$ cat src/rtl/audio_adc_rx.sv
// Slave-mode serial audio receiver: oversamples codec BCK/LRCK/ADCDAT in the CLK_18_4
// domain and deserializes left-justified MSB-first words into left/right sample pairs.
module audio_adc_rx #(
  parameter int DATA_WIDTH  = 16,
  parameter int SYNC_STAGES = 2
) (
  input  logic                  CLK_18_4,
  input  logic                  RST,
  input  logic                  AUD_BCK,
  input  logic                  AUD_ADCLRCK,
  input  logic                  AUD_ADCDAT,
  output logic [DATA_WIDTH-1:0] left_sample,
  output logic [DATA_WIDTH-1:0] right_sample,
  output logic                  sample_valid,
  output logic                  frame_err
);

  localparam int CNT_W = $clog2(DATA_WIDTH + 1);
  localparam logic [CNT_W-1:0] CNT_FULL = CNT_W'(DATA_WIDTH);
  localparam logic [CNT_W-1:0] CNT_LAST = CNT_W'(DATA_WIDTH - 1);

  logic [SYNC_STAGES-1:0] bck_sync;
  logic [SYNC_STAGES-1:0] lrck_sync;
  logic [SYNC_STAGES-1:0] dat_sync;
  logic                   bck_d;
  logic                   lrck_d;
  logic [DATA_WIDTH-1:0]  shift;
  logic [DATA_WIDTH-1:0]  left_hold;
  logic [CNT_W-1:0]       bit_cnt;
  logic                   left_ok;

  logic                   bck_s;
  logic                   lrck_s;
  logic                   dat_s;
  logic                   bck_rise;
  logic                   lr_edge;
  logic [DATA_WIDTH-1:0]  word_next;

  assign bck_s     = bck_sync[SYNC_STAGES-1];
  assign lrck_s    = lrck_sync[SYNC_STAGES-1];
  assign dat_s     = dat_sync[SYNC_STAGES-1];
  assign bck_rise  = bck_s & ~bck_d;
  assign lr_edge   = lrck_s ^ lrck_d;
  assign word_next = {shift[DATA_WIDTH-2:0], dat_s};

  always_ff @(posedge CLK_18_4) begin
    if (RST) begin
      bck_sync     <= '0;
      lrck_sync    <= '0;
      dat_sync     <= '0;
      bck_d        <= 1'b0;
      lrck_d       <= 1'b0;
      shift        <= '0;
      left_hold    <= '0;
      bit_cnt      <= '0;
      left_ok      <= 1'b0;
      left_sample  <= '0;
      right_sample <= '0;
      sample_valid <= 1'b0;
      frame_err    <= 1'b0;
    end else begin
      bck_sync     <= {bck_sync[SYNC_STAGES-2:0], AUD_BCK};
      lrck_sync    <= {lrck_sync[SYNC_STAGES-2:0], AUD_ADCLRCK};
      dat_sync     <= {dat_sync[SYNC_STAGES-2:0], AUD_ADCDAT};
      bck_d        <= bck_s;
      lrck_d       <= lrck_s;
      sample_valid <= 1'b0;
      frame_err    <= 1'b0;

      if (lr_edge) begin
        // A half-frame that ended part-way through its word is dropped.
        if (bit_cnt != '0 && bit_cnt != CNT_FULL) begin
          frame_err <= 1'b1;
          if (!lrck_d)
            left_ok <= 1'b0;
        end
        // A rise coincident with the LR edge is the MSB of the new word.
        if (bck_rise) begin
          shift   <= word_next;
          bit_cnt <= CNT_W'(1);
        end else begin
          bit_cnt <= '0;
        end
      end else if (bck_rise && bit_cnt != CNT_FULL) begin
        shift   <= word_next;
        bit_cnt <= bit_cnt + CNT_W'(1);
        if (bit_cnt == CNT_LAST) begin
          if (!lrck_s) begin
            left_hold <= word_next;
            left_ok   <= 1'b1;
          end else if (left_ok) begin
            left_sample  <= left_hold;
            right_sample <= word_next;
            sample_valid <= 1'b1;
            left_ok      <= 1'b0;
          end
        end
      end
    end
  end

endmodule

$ cat config.mk
export PLATFORM = sky130hd
export DESIGN_NAME = audio_adc_rx
export DESIGN_NICKNAME = d
export VERILOG_FILES = /design/src/rtl/audio_adc_rx.sv
export SDC_FILE = /design/constraint.sdc
export NUM_CORES = 1
export LEC_CHECK = 0
export BUFFER_PORTS_ARGS = -buffer_cell sky130_fd_sc_hd__buf_2
export CORE_ASPECT_RATIO = 1.25
export CORE_MARGIN = 4
export CORE_UTILIZATION = 45
export DETAILED_ROUTE_END_ITERATION = 12
export GPL_ROUTABILITY_DRIVEN = 0
export PLACE_DENSITY = 0.73
export SETUP_SLACK_MARGIN = 0.5
export SYNTH_ARGS = -nofsm -noshare
export SYNTH_HDL_FRONTEND = slang
export SYNTH_SLANG_ARGS = --single-unit
$ cat constraint.sdc
create_clock -name CLK_18_4 -period 2 [get_ports CLK_18_4]
set_input_delay 0.4 -clock CLK_18_4 [delete_from_list [all_inputs] [get_ports CLK_18_4]]
set_output_delay 0.4 -clock CLK_18_4 [all_outputs]
set_load 0.005 [all_outputs]
* Yosys cells after proc, flatten, opt, wreduce, memory -nomap -nowiden
Cells that the tools add are included.
Storage, ports and cells: register bits after elaboration 79, input bits 5, logic and storage cells 51, output and inout bits 34
Cells by class: bitwise gates (word level) 7, multiplexer cells 14, $add $sub $neg 1, reductions and logical operators 11, equal/unequal tests 5
Operator list (count):
- 15-bit 2-to-1 mux | 3
- 5-bit 2-to-1 mux | 2
- 1-bit 2-to-1 mux | 9
- 4-bit AND reduction | 2
- 5-bit by 1-bit adder with 5-bit output, second input constant | 1
- 5-bit by 4-bit == test with 1-bit output, second input constant | 1
- 5-bit != test, second input constant | 1
- 1-bit NOT | 5
- 5-bit AND reduction | 1
- 5-bit nonzero test | 1
- 5-bit OR reduction | 1
- 2-bit != test, second input constant | 2
- 2-bit nonzero test | 2
- 1-bit logical AND | 2
- 2-bit by 1-bit != test with 1-bit output, second input constant | 1
- 2-bit AND reduction | 1
- 2-bit OR reduction | 1
- 1-bit AND | 1
- 1-bit bitwise XOR | 1

* Logic depth before layout (Yosys ltp)
word-level depth 5, gate-level depth with buffers 9, mapped depth without buffers 7

* Least setup slack after synthesis
No wires, ideal clock.
path type register -> register, start point register bit_cnt[0], end point register left_sample[7], clock period less this slack 1.723 ns, data required time 1.868 ns, stages on the path, launching flop included 10, library setup time 0.132 ns, path buffers 2, data arrival time 1.591 ns, setup slack 0.277 ns, path through dfxtp_1 > ha_1 > and3_1 > ha_1 > and3_1 > and3_1 > buf_4 > buf_6 > nand2_1 > a21oi_1
On the way: longest elaborated chain between the ends 3, elaborated cells on any way between the ends 4, those cells by class eq/ne (2); reduce/logical (2)
Ends and longest elaborated chain:
- from (decl) | RTL line 29 | logic [CNT_W-1:0] bit_cnt;
- from (signal assigned) | RTL line 86 | bit_cnt <= bit_cnt + CNT_W'(1);
- 5-bit != test | RTL line 84 | end else if (bck_rise && bit_cnt != CNT_FULL) begin
- 1-bit logical AND | RTL line 84
- 5-bit AND reduction (no line) (*)
- to (signal assigned) | RTL line 92 | left_sample <= left_hold;
- to (decl) | RTL line 12 | output logic [DATA_WIDTH-1:0] left_sample,
Every way passes the cells marked *; elsewhere a longest branch is shown, timed or not. A chain may end at the register's enable or synchronous reset.

* Worst setup path after layout
start point register bit_cnt[0], end point register left_sample[9]
The elaborated chain is that of the path after synthesis.

==> run summary <==
Final Critical Period - 1640 ps
Final clock skew - 8.20 ps
Core Box Area - 6210 sq um
Adder-cell area share of the yosys netlist - 0.0216
FF-to-FF setup slack - 360 ps
Register Area - 1590 sq um
YS warnings - 0
Status - finished, final reports clean
Post-synth net total - 353
Nets - 400
Initial antenna violation count - 0
Seq/Total Area, Yosys - 0.547
Asr flop ratio synth - 0
Sw power - 0.000610 W
Xor and xnor area share after synthesis - 0.00606
RSZ-0062 raised after global routing - yes
Share of cells above drive strength 1 - 0.293
P_leak - 1.33 nW
Drt drc - 0
Relative slew slack - 0.661
Power, Total - 0.00271 W
Synth unique cells - 29
Worst setup SP type - flip-flop
FF-to-FF path depth - 8
Max-Cap Viols - 0
Critical Path AT - 1870 ps
Fillers - 560
Synth top area share - 0.547
Multi-input logic area - 1390 sq um
Internal power - 0.00210 W
Critical Path Fanout Max - 16
H-tree Lvls - 3
Mux share of post-synthesis cell area - 0.00692
Period utilization - 0.820
Fin. max-slew vios - 0
Crit path largest cell delay - 370 ps
CP Data Required Time - 2230 ps
Antenna fix cells - 0
Logic pwr share - 0.041
Syn Inst Count - 343
Root Driver - clkbuf_8
Flop pwr share - 0.587
CP Class - reg2reg
Num CTS Buffers - 9
Gr ovfl total - 0
CP endpoint kind - flip-flop
Worst Setup EP - left_sample[9]
I/O pins - 39
1st-iter DRT viols - 187
Cell Chain, Critical Path - ha_4 > and3_4 > ha_4 > and3_4 > nand3_4 > buf_12 > nand2_1 > a21oi_2
Routed vias - 2475
Clk sink count - 79
Synthesized area - 2890 sq um
Most used DFF post-synth - dfxtp_1
Synth area leader - dfxtp_1
DR WL/cell - 14.1 um
Mean post-synth cell area - 8.43 sq um
Final core utilization - 0.588
Final Setup Violations - 0
Chip Height - 97.6 um
Pwr/cell area - 741 nW/um^2
Clk slew on worst S/H paths - 70 ps
Post-synthesis simple-gate area fraction - 0.228
Iteration count of the initial detailed-routing pass - 4
Area grow syn2layout - 26.2%
Core Rows - 32
Maximum number of pins on one net before global-route repair - 46
Critical-path top delay cell - dfxtp_4
Total track usage - 0.179
Largest family of logic cells by synthesized area - simple AND/OR/NAND/NOR gates
Reg2reg end - left_sample[9]
Worst Tran Pin Value - 509 ps
Min-Delay Path Class - in2reg
Vias per inst - 5.18
F_max - 610 MHz
Synth Area in Compound Gates - 0.131
Routed WL - 6760 um
DP Wirelength - 3750 um
Routed Antenna Nets - 0
Max clock buf depth - 2
Die Area - 7780 sq um
Worst-skew pair later-pin latency - 350 ps
Crit path from - bit_cnt[0]
Hold Vio Cnt, Final - 0
Reg-to-Reg Start - bit_cnt[0]
Final setup margin - 360 ps
Synthesized flop and latch total - 79
Sw Share - 0.225
CTS tree - yes
Die Width - 79.7 um
I/O Buffers - 38
Clock Power Share - 0.372
First-pass GRT wire length - 10800 um
Starting Density - 0.466
Top cells by area, synth - dfxtp_1, nand2_1, a21oi_1, buf_6, ha_1
EDFF count, synth - 0
Vias in the first global route - 2308
Pre-CTS WS - 184 ps
Worst VDD drop - 0.485 mV
Fin Setup TNS - 0 ps
[area by class of cell]
| type | instances | area share |
|---|---|---|
| Sequential cell | 79 | 0.435 |
| Multi-Input combinational cell | 239 | 0.379 |
| Timing Repair Buffer | 56 | 0.107 |
| Clock buffer | 11 | 0.0387 |
| Tap cell | 85 | 0.0291 |
| Clock inverter | 3 | 0.00583 |
| Inverter | 5 | 0.00514 |
[power groups by stage]
stage	Clock (W)	Combinational [W]	Sequential, W
floorplan	0	0.0000623	0.00162
global placement	0	0.0000764	0.00162
detailed placement	0	0.0000779	0.00162
CTS	0.00103	0.000100	0.00159
global route	0.00109	0.000123	0.00159
finish	0.00101	0.000112	0.00159
[logic make-up (layout without fill, tap and decap cells)]
| logic type | Yosys count | count (layout) |
|---|---|---|
| fa+ha+maj | 5 | 5 |
| flops | 79 | 79 |
| buf+inv | 29 | 75 |
| mux | 2 | 2 |
| xor+xnor | 2 | 2 |
| simple gates | 156 | 160 |
| compound gates | 70 | 70 |
[critical path, delay by kind of cell (launching register included)]
kind                       cells  cell delay (ps)
AOI/OAI and AO/OA              1               60
adders and majority gates      2              270
buffers and inverters          1              180
and+or+nand+nor                4              640
DFF                            1              370
[layer usage]
| metal | share of wire | GRT usage |
|---|---|---|
| met1 | 0.41 | 0.215 |
| met5 | 0 | 0 |
| met4 | 0.019 | 0.0966 |
| met2 | 0.52 | 0.297 |
| met3 | 0.057 | 0.0325 |
[placed cells by master, fill, tap and decap left out, types with 2 or more instances in the layout]
cell	netlist	layout
nand2_1	126	114
dfxtp_1	79	77
a21oi_1	64	52
buf_2	4	38
a21oi_2	0	12
nand2_2	0	11
clkbuf_8	0	10
buf_4	4	10
nor2b_1	8	7
and3_4	0	6
buf_6	6	5
inv_1	5	4
ha_4	0	4
nor3_1	3	3
nand2b_1	3	3
nor2_1	3	3
and4_4	0	2
nand4_1	2	2
xor2_1	2	2
nand3_1	3	2
mux2i_1	2	2
dfxtp_4	0	2
buf_12	0	2
[registers in the layout, summed over array words and instances, names as in the netlist, 2 cells and up]
register      cells
bck_sync          2
right_sample     16
bit_cnt           5
lrck_sync         2
shift            15
dat_sync          2
left_hold        16
left_sample      16
[through the flow]
stage,area (sq um),hold WS (ps),cells
finish,3650,258,478
floorplan,2930,414,343
global route,3650,266,478
global placement,3130,417,449
detailed placement,3130,428,449
CTS,3530,248,475
[cells in the mapped netlist (2+ instances only)]
cell type and count:
xor2_1 2, nor2_1 3, nand3_1 3, clkbuf_1 10, buf_4 4, nand2_1 126, nand4_1 2, nor3_1 3
nor2b_1 8, dfxtp_1 79, a21oi_1 64, inv_1 5, and3_1 3, mux2i_1 2, buf_2 4, ha_1 5
nand2b_1 3, buf_6 6
[what timing repair did]
| action | CTS | global route |
|---|---|---|
| setup buffers | 6 | 3 |
| cloned | 6 | 0 |
| setup endpoints to repair | 65 | 67 |
| gates resized for setup | 29 | 26 |
| hold buffers | 0 | 0 |
| pin swaps | 7 | 8 |
[worst min path at each step]
stage / from / end / slack [ps] / cells after the start
global placement: dat_sync[0] / dat_sync[1] / 420 / 1
global route: AUD_BCK / bck_sync[0] / 270 / 2
CTS: AUD_BCK / bck_sync[0] / 250 / 2
detailed placement: lrck_sync[0] / lrck_sync[1] / 430 / 1
floorplan: bck_sync[0] / bck_sync[1] / 410 / 1
finish: AUD_BCK / bck_sync[0] / 260 / 2
No activity file was read; power rests on OpenSTA's default activity.
